[config.mk]
export PLATFORM = sky130hd
export DESIGN_NAME = datapath_param
export DESIGN_NICKNAME = d
export VERILOG_FILES = /design/src/rtl/datapath_param.sv
export SDC_FILE = /design/constraint.sdc
export NUM_CORES = 1
export LEC_CHECK = 0
export ABC_AREA = 1
export CORE_UTILIZATION = 40
export DETAILED_ROUTE_END_ITERATION = 10
export GPL_ROUTABILITY_DRIVEN = 0
export PLACE_DENSITY = 0.61
export SYNTH_ARGS = -nofsm -noshare
export SYNTH_HDL_FRONTEND = slang
export SYNTH_SLANG_ARGS = --single-unit
[constraint.sdc]
create_clock -name Clock -period 3.79 [get_ports Clock]
set_input_delay 0.9475 -clock Clock [delete_from_list [all_inputs] [get_ports Clock]]
set_output_delay 0.9475 -clock Clock [all_outputs]
set_load 0.02 [all_outputs]
[src/rtl/datapath_param.sv]
// Parameterised register-file datapath: 1-cycle ALU, WIDTH-cycle shift-add MUL, PC/LR.
// Define DATAPATH_SCAN_EN to add the ScanEnable/ScanIn/ScanOut register-file chain.
module datapath_param #(
  parameter int WIDTH = 16,
  parameter int NREGS = 8,
  localparam int AW = $clog2(NREGS),
  localparam int SW = $clog2(WIDTH)
) (
  input  logic             Clock,
  input  logic             nReset,
`ifdef DATAPATH_SCAN_EN
  input  logic             ScanEnable,
  input  logic             ScanIn,
  output logic             ScanOut,
`endif
  input  logic             Issue,
  input  logic [3:0]       Op,
  input  logic [AW-1:0]    Rs1,
  input  logic [AW-1:0]    Rs2,
  input  logic [AW-1:0]    Rw,
  input  logic             Op2Sel,
  input  logic [WIDTH-1:0] Imm,
  input  logic             WdSel,
  input  logic [WIDTH-1:0] SysBusIn,
  input  logic             We,
  input  logic             CIn,
  input  logic             PcWe,
  input  logic [1:0]       PcSel,
  input  logic             LrWe,
  output logic [WIDTH-1:0] Result,
  output logic [WIDTH-1:0] Pc,
  output logic             Z,
  output logic             N,
  output logic             C,
  output logic             V,
  output logic             Busy,
  output logic             Done
);

  localparam logic [3:0] OP_ADD  = 4'h0;
  localparam logic [3:0] OP_SUB  = 4'h1;
  localparam logic [3:0] OP_AND  = 4'h2;
  localparam logic [3:0] OP_OR   = 4'h3;
  localparam logic [3:0] OP_XOR  = 4'h4;
  localparam logic [3:0] OP_NOT  = 4'h5;
  localparam logic [3:0] OP_NAND = 4'h6;
  localparam logic [3:0] OP_NOR  = 4'h7;
  localparam logic [3:0] OP_SHL  = 4'h8;
  localparam logic [3:0] OP_SHR  = 4'h9;
  localparam logic [3:0] OP_ASR  = 4'hA;
  localparam logic [3:0] OP_ROR  = 4'hB;
  localparam logic [3:0] OP_MUL  = 4'hC;
  localparam logic [3:0] OP_PB   = 4'hD;
  localparam logic [SW-1:0] CNT_LAST = SW'(WIDTH - 1);

  logic [WIDTH-1:0]   rf [NREGS];
  logic [WIDTH-1:0]   lr;
  logic [WIDTH-1:0]   opa;
  logic [WIDTH-1:0]   opb;
  logic [WIDTH-1:0]   alu_val;
  logic [WIDTH-1:0]   rorv;
  logic [WIDTH-1:0]   wd;
  logic [WIDTH-1:0]   pc_inc;
  logic               alu_c;
  logic               alu_v;
  logic [SW-1:0]      sh;
  logic [SW:0]        rsh;
  logic [WIDTH:0]     addw;
  logic [WIDTH:0]     subw;
  logic [WIDTH:0]     shlw;
  logic [WIDTH:0]     shrw;
  logic [WIDTH:0]     asrw;
  logic [2*WIDTH-1:0] m_acc;
  logic [2*WIDTH-1:0] m_cand;
  logic [2*WIDTH-1:0] m_next;
  logic [WIDTH-1:0]   m_plier;
  logic [WIDTH-1:0]   mul_lo;
  logic [WIDTH-1:0]   mul_hi;
  logic [SW-1:0]      m_cnt;
  logic [AW-1:0]      m_rw;
  logic               m_we;
  logic               m_wds;
  logic               m_last;
  logic               accept;
  logic               fn_ok;

`ifdef DATAPATH_SCAN_EN
  assign fn_ok   = ~Busy & ~ScanEnable;
  assign ScanOut = rf[NREGS-1][WIDTH-1];
`else
  assign fn_ok   = ~Busy;
`endif

  assign accept = Issue & fn_ok;
  assign opa    = rf[Rs1];
  assign opb    = Op2Sel ? Imm : rf[Rs2];
  assign sh     = opb[SW-1:0];
  assign pc_inc = Pc + WIDTH'(1);
  assign m_next = m_acc + (m_plier[0] ? m_cand : '0);
  assign mul_lo = m_next[WIDTH-1:0];
  assign mul_hi = m_next[2*WIDTH-1:WIDTH];
  assign m_last = Busy & (m_cnt == CNT_LAST);
  assign wd     = WdSel ? SysBusIn : alu_val;

  always_comb begin
    addw  = {1'b0, opa} + {1'b0, opb} + {{WIDTH{1'b0}}, CIn};
    subw  = {1'b0, opa} + {1'b0, ~opb} + {{WIDTH{1'b0}}, 1'b1};
    shlw  = {1'b0, opa} << sh;
    shrw  = {opa, 1'b0} >> sh;
    asrw  = $signed({opa, 1'b0}) >>> sh;
    rsh   = (SW+1)'(WIDTH) - {1'b0, sh};
    rorv  = (opa >> sh) | (opa << rsh);
    alu_val = opa;
    alu_c   = 1'b0;
    alu_v   = 1'b0;
    case (Op)
      OP_ADD: begin
        alu_val = addw[WIDTH-1:0];
        alu_c   = addw[WIDTH];
        alu_v   = (opa[WIDTH-1] == opb[WIDTH-1]) &&
                  (addw[WIDTH-1] != opa[WIDTH-1]);
      end
      OP_SUB: begin
        alu_val = subw[WIDTH-1:0];
        alu_c   = subw[WIDTH];
        alu_v   = (opa[WIDTH-1] != opb[WIDTH-1]) &&
                  (subw[WIDTH-1] != opa[WIDTH-1]);
      end
      OP_AND:  alu_val = opa & opb;
      OP_OR:   alu_val = opa | opb;
      OP_XOR:  alu_val = opa ^ opb;
      OP_NOT:  alu_val = ~opa;
      OP_NAND: alu_val = ~(opa & opb);
      OP_NOR:  alu_val = ~(opa | opb);
      OP_SHL: begin
        alu_val = shlw[WIDTH-1:0];
        alu_c   = shlw[WIDTH];
      end
      OP_SHR: begin
        alu_val = shrw[WIDTH:1];
        alu_c   = shrw[0];
      end
      OP_ASR: begin
        alu_val = asrw[WIDTH:1];
        alu_c   = asrw[0];
      end
      // last bit rotated out lands in the MSB
      OP_ROR: begin
        alu_val = rorv;
        alu_c   = (sh != '0) & rorv[WIDTH-1];
      end
      OP_PB:   alu_val = opb;
      default: alu_val = opa;
    endcase
  end

  always_ff @(posedge Clock or negedge nReset) begin
    if (!nReset) begin
      for (int i = 0; i < NREGS; i++) rf[i] <= '0;
`ifdef DATAPATH_SCAN_EN
    end else if (ScanEnable) begin
      rf[0] <= {rf[0][WIDTH-2:0], ScanIn};
      for (int i = 1; i < NREGS; i++)
        rf[i] <= {rf[i][WIDTH-2:0], rf[i-1][WIDTH-1]};
`endif
    end else if (accept && Op != OP_MUL && We) begin
      rf[Rw] <= wd;
    end else if (m_last && m_we) begin
      rf[m_rw] <= m_wds ? SysBusIn : mul_lo;
    end
  end

  always_ff @(posedge Clock or negedge nReset) begin
    if (!nReset) begin
      Busy    <= 1'b0;
      Done    <= 1'b0;
      m_acc   <= '0;
      m_cand  <= '0;
      m_plier <= '0;
      m_cnt   <= '0;
      m_rw    <= '0;
      m_we    <= 1'b0;
      m_wds   <= 1'b0;
    end else begin
      Done <= 1'b0;
      if (accept && Op == OP_MUL) begin
        Busy    <= 1'b1;
        m_acc   <= '0;
        m_cand  <= {{WIDTH{1'b0}}, opa};
        m_plier <= opb;
        m_cnt   <= '0;
        m_rw    <= Rw;
        m_we    <= We;
        m_wds   <= WdSel;
      end else if (Busy) begin
        if (m_cnt == CNT_LAST) begin
          Busy <= 1'b0;
          Done <= 1'b1;
        end else begin
          m_acc   <= m_next;
          m_cand  <= m_cand << 1;
          m_plier <= m_plier >> 1;
          m_cnt   <= m_cnt + SW'(1);
        end
      end
    end
  end

  always_ff @(posedge Clock or negedge nReset) begin
    if (!nReset) begin
      Result <= '0;
      Z      <= 1'b0;
      N      <= 1'b0;
      C      <= 1'b0;
      V      <= 1'b0;
    end else if (accept && Op != OP_MUL) begin
      Result <= alu_val;
      Z      <= (alu_val == '0);
      N      <= alu_val[WIDTH-1];
      C      <= alu_c;
      V      <= alu_v;
    end else if (m_last) begin
      Result <= mul_lo;
      Z      <= (mul_lo == '0);
      N      <= mul_lo[WIDTH-1];
      C      <= |mul_hi;
      V      <= 1'b0;
    end
  end

  // LR samples the pre-edge Pc+1, so LrWe+PcWe together behave as a call
  always_ff @(posedge Clock or negedge nReset) begin
    if (!nReset) begin
      Pc <= '0;
      lr <= '0;
    end else if (fn_ok) begin
      if (LrWe) lr <= pc_inc;
      if (PcWe) begin
        case (PcSel)
          2'b01:   Pc <= pc_inc;
          2'b10:   Pc <= alu_val;
          2'b11:   Pc <= lr;
          default: Pc <= Pc;
        endcase
      end
    end
  end

endmodule

==> metrics.cfg <==
[drt]
route.detailed.vias_per_inst = 5.71
route.vias.total = 27300
postRouteAntennaNets = 0
top_signal_layer_used = met5
detailedRoute.firstIterationViolations = 3305
route.final.wire_length_mm = 102
dr_wl_met2_mm = 44.6
first_pass_iters = 8
detailroute.wirelength.met3_mm = 10.4
met1Wirelength_mm = 39.8
drt_drc_violations_left = 0
wl_per_cell_um = 21.4

[final_layout]
finalNetCount = 4156
antenna-diode-count = 0
drive_above_1_share_pct = 23.7
finalCoreUtilization_pct = 55.8
areaGrowthSynthToFinish_pct = 36.7
layout.cell_area.non_filler_um2 = 31100

[synth]
post_synth_main_area_contributors = sky130_fd_sc_hd__dfrtp_1 (30%), sky130_fd_sc_hd__nand2_1 (17%), sky130_fd_sc_hd__nand3_1 (7.9%)
post-synth-top-area-fraction_pct = 29.7
number_of_enable_flip_flop_cells_after_synthesis = 0
async_flop_share_pct = 100
number_of_storage_elements_in_the_synthesis_netlist = 270
synth.most_common_cell = sky130_fd_sc_hd__nand2_1
commonest_register_cell_after_synthesis = sky130_fd_sc_hd__dfrtp_1
synth_area_um2 = 22700
synth_area_leader_cell = sky130_fd_sc_hd__dfrtp_1
synth.yosys.seq_area_share_pct = 29.7
yosys_warnings = 0
ys_types = 55
syn-instance-count = 3523
total_nets_after_synthesis = 3670
synthesis.area_per_instance_um2 = 6.45
synth_top_cells_by_count = sky130_fd_sc_hd__nand2_1 (1,033), sky130_fd_sc_hd__nand3_1 (357), sky130_fd_sc_hd__inv_1 (354)

[floorplan]
core_region_area_um2 = 55600
io_pins = 94
die_w_um = 240
initial_util_pct = 40.8
dieHeight_um = 240
design.die.area_um2 = 57800
rows = 86

[worst_setup_path]
timing_worst_setup_path_type = in2reg
r2r_setup_slack_ps = 120
r2r_cells = 26
critPathRequiredTime_ps = 4210
cp.arrival_ps = 4260
r2r_end = rf[56]$_DFFE_PN0P_
setup.worst_path.start_class = input pin
r2r_start = rf[81]$_DFFE_PN0P_
crit_path_max_fanout = 8
endpoint_kind = register

[clock_tree]
clock_sink_count = 270
h-tree-depth = 2
clk_transition_reported_paths_ps = 60
total_cts_buffers = 34
clock_path_buffers = 3
holdBufCountCts = 0
clock_latency_ps = 570
clockRootBuffer = sky130_fd_sc_hd__clkbuf_16
clock_tree_from_tritoncts = done

[sta]
final-setup-viol-count = 13
timing.final.hold_violations = 0
finalCriticalPeriod_ps = 3840
worst_slew_pin_slew_ps = 886
final.period_utilization_pct = 101
final-max-slew-violation-count = 0
timing.slew.headroom_pct = 40.6
fin_worst_skew_ps = 33.1
fmax_mhz = 261
fin_ws_ps = -47.4
rsz0062_at_grt = yes

[pwr]
leakagePower_nw = 15.0
power_per_cell_area_nw_per_um2 = 653
peakVddDrop_uv = 449

[global_route]
track_usage_pct = 34.7
grt.overflow.total = 0
largest_net_degree_at_the_start_of_global_routing = 78
grt_first_pass_wirelength_mm = 151
grt_antenna_before_repair = 1
first_global_vias = 25000

[place]
dpl-instance-area_um2 = 27800
dpl.hpwl_mm = 76.3
placement.io_buffers = 93

[run_status]
failing_checks = negative setup slack
status = finished with violations

[job]
maxCapViolations = 0

[hold_path]
worst_hold_path_type = in2async

## kinds of logic after synthesis
family	count (synthesis)	synth area share (%)
flip-flops	270	29.7
AND/OR/NAND/NOR	1828	33.8
multiplexers	1	0.0441
buffers and inverters	551	9.92
AO/OA/AOI/OAI	735	19.5
adder cells (fa/ha/maj)	91	5.14
XOR/XNOR	47	1.81
## power breakdown
part / internal (W) / switching, W
logic: 0.00459 / 0.00701
registers: 0.00416 / 0.00101
clock network: 0.00213 / 0.00140
## metal layers
layer | vias up | global-route usage (%)
met5 | - | 0
met4 | 2 | 20.7
met3 | 448 | 8.35
met2 | 1507 | 53.3
met1 | 12700 | 44.1
li1 | 12700 | -
## stage by stage
step                setup WS [ps]  power [W]  TNS, ps  hold WS, ps  std cells
floorplan                   -38.4     0.0110     -837          433       3523
global placement            -1050     0.0154  -129820          458       4654
detailed placement          -1110     0.0155  -135630          459       4654
CTS                         0.411     0.0193        0          281       4737
global route                 -169     0.0215    -4130          296       4779
finish                      -47.4     0.0203     -241          279       4779
## cell usage in the layout, fill, tap and decap left out, types with 7 or more instances in the layout
| cell type | Yosys | layout |
|---|---|---|
| sky130_fd_sc_hd__a22oi_1 | 32 | 30 |
| sky130_fd_sc_hd__dfrtp_1 | 270 | 269 |
| sky130_fd_sc_hd__clkbuf_16 | 0 | 42 |
| sky130_fd_sc_hd__a21oi_1 | 181 | 148 |
| sky130_fd_sc_hd__nand3_4 | 2 | 9 |
| sky130_fd_sc_hd__nand4_1 | 19 | 19 |
| sky130_fd_sc_hd__nand2_2 | 27 | 66 |
| sky130_fd_sc_hd__o21ai_4 | 8 | 16 |
| sky130_fd_sc_hd__buf_8 | 0 | 9 |
| sky130_fd_sc_hd__nand2_4 | 6 | 25 |
| sky130_fd_sc_hd__nand3_1 | 357 | 325 |
| sky130_fd_sc_hd__nor2_4 | 5 | 10 |
| sky130_fd_sc_hd__nor3_1 | 24 | 18 |
| sky130_fd_sc_hd__o211ai_1 | 28 | 28 |
| sky130_fd_sc_hd__o21ai_0 | 209 | 173 |
| sky130_fd_sc_hd__o21ai_2 | 6 | 23 |
| sky130_fd_sc_hd__nand3_2 | 11 | 36 |
| sky130_fd_sc_hd__buf_4 | 16 | 446 |
| sky130_fd_sc_hd__inv_2 | 16 | 42 |
| sky130_fd_sc_hd__buf_12 | 0 | 43 |
| sky130_fd_sc_hd__o21ai_1 | 49 | 60 |
| sky130_fd_sc_hd__nor2_1 | 328 | 303 |
| sky130_fd_sc_hd__a31oi_1 | 92 | 89 |
| sky130_fd_sc_hd__a21oi_2 | 15 | 43 |
| sky130_fd_sc_hd__buf_6 | 10 | 31 |
| sky130_fd_sc_hd__clkdlybuf4s50_1 | 0 | 84 |
| sky130_fd_sc_hd__inv_4 | 1 | 7 |
| sky130_fd_sc_hd__ha_4 | 0 | 13 |
| sky130_fd_sc_hd__o221ai_1 | 42 | 42 |
| sky130_fd_sc_hd__xnor2_1 | 11 | 11 |
| sky130_fd_sc_hd__xor2_1 | 36 | 35 |
| sky130_fd_sc_hd__ha_1 | 87 | 70 |
| sky130_fd_sc_hd__inv_1 | 354 | 321 |
| sky130_fd_sc_hd__o22ai_1 | 28 | 28 |
| sky130_fd_sc_hd__nand2_1 | 1033 | 974 |
| sky130_fd_sc_hd__nor2_2 | 4 | 24 |
## flip-flops by register name, indices dropped and copies added, names as in the netlist, 3 cells and up
| register | count |
|---|---|
| m_cnt | 4 |
| m_plier | 16 |
| m_rw | 3 |
| Pc | 16 |
| m_cand | 32 |
| lr | 16 |
| m_acc | 32 |
| rf | 128 |
| Result | 16 |
## critical path, stage by stage
cell	delay, ps
sky130_fd_sc_hd__buf_16	130
sky130_fd_sc_hd__inv_12	90
sky130_fd_sc_hd__buf_12	120
sky130_fd_sc_hd__nand2_1	70
sky130_fd_sc_hd__nand3_2	90
sky130_fd_sc_hd__nand3_4	70
sky130_fd_sc_hd__nand3_4	150
sky130_fd_sc_hd__nand2_4	100
sky130_fd_sc_hd__buf_4	160
sky130_fd_sc_hd__buf_6	130
sky130_fd_sc_hd__fa_2	380
sky130_fd_sc_hd__inv_2	80
sky130_fd_sc_hd__nand3_2	70
sky130_fd_sc_hd__nand2_4	100
sky130_fd_sc_hd__a21boi_4	60
sky130_fd_sc_hd__o21ai_2	170
sky130_fd_sc_hd__buf_4	130
sky130_fd_sc_hd__xor2_1	140
sky130_fd_sc_hd__nor2_1	60
sky130_fd_sc_hd__nor2_1	110
sky130_fd_sc_hd__nand2_1	110
sky130_fd_sc_hd__nor2_2	110
sky130_fd_sc_hd__nand3_2	110
sky130_fd_sc_hd__and2_4	200
sky130_fd_sc_hd__nand2_4	80
sky130_fd_sc_hd__nand2_8	90
sky130_fd_sc_hd__nand2_4	90
sky130_fd_sc_hd__a31oi_4	70
## worst max path at each step
stage               startpoint  depth (start not counted)  slack (ps)                  end
floorplan               Rs2[1]                         27         -40        Z$_DFFE_PN0P_
finish                  Rs2[0]                         28         -50   rf[56]$_DFFE_PN0P_
detailed placement      Rs2[2]                         27       -1110   rf[26]$_DFFE_PN0P_
CTS                     Rs2[0]                         27         0.4  rf[107]$_DFFE_PN0P_
global placement        Rs2[2]                         27       -1050   rf[74]$_DFFE_PN0P_
global route            Rs2[1]                         28        -170   rf[10]$_DFFE_PN0P_
## area by class of cell
| cell class | instances | area (um2) |
|---|---|---|
| clock buffers | 41 | 948 |
| clock inverters | 17 | 240 |
| fillers | 5350 | 24600 |
| inverters | 375 | 1460 |
| multi-input cells | 2702 | 15000 |
| flip-flops and latches | 270 | 6760 |
| well taps | 748 | 936 |
| repair buffers | 625 | 5760 |
| repair inverters | 1 | 6.26 |
## what timing repair did
action                                  4_1_cts  5_1_grt
cloned                                        1        7
pin swaps                                    37      149
endpoints found under the setup margin      153      154
buffers inserted                             24       36
gates resized for setup                      99      291
No activity file was read; power rests on OpenSTA's default activity.
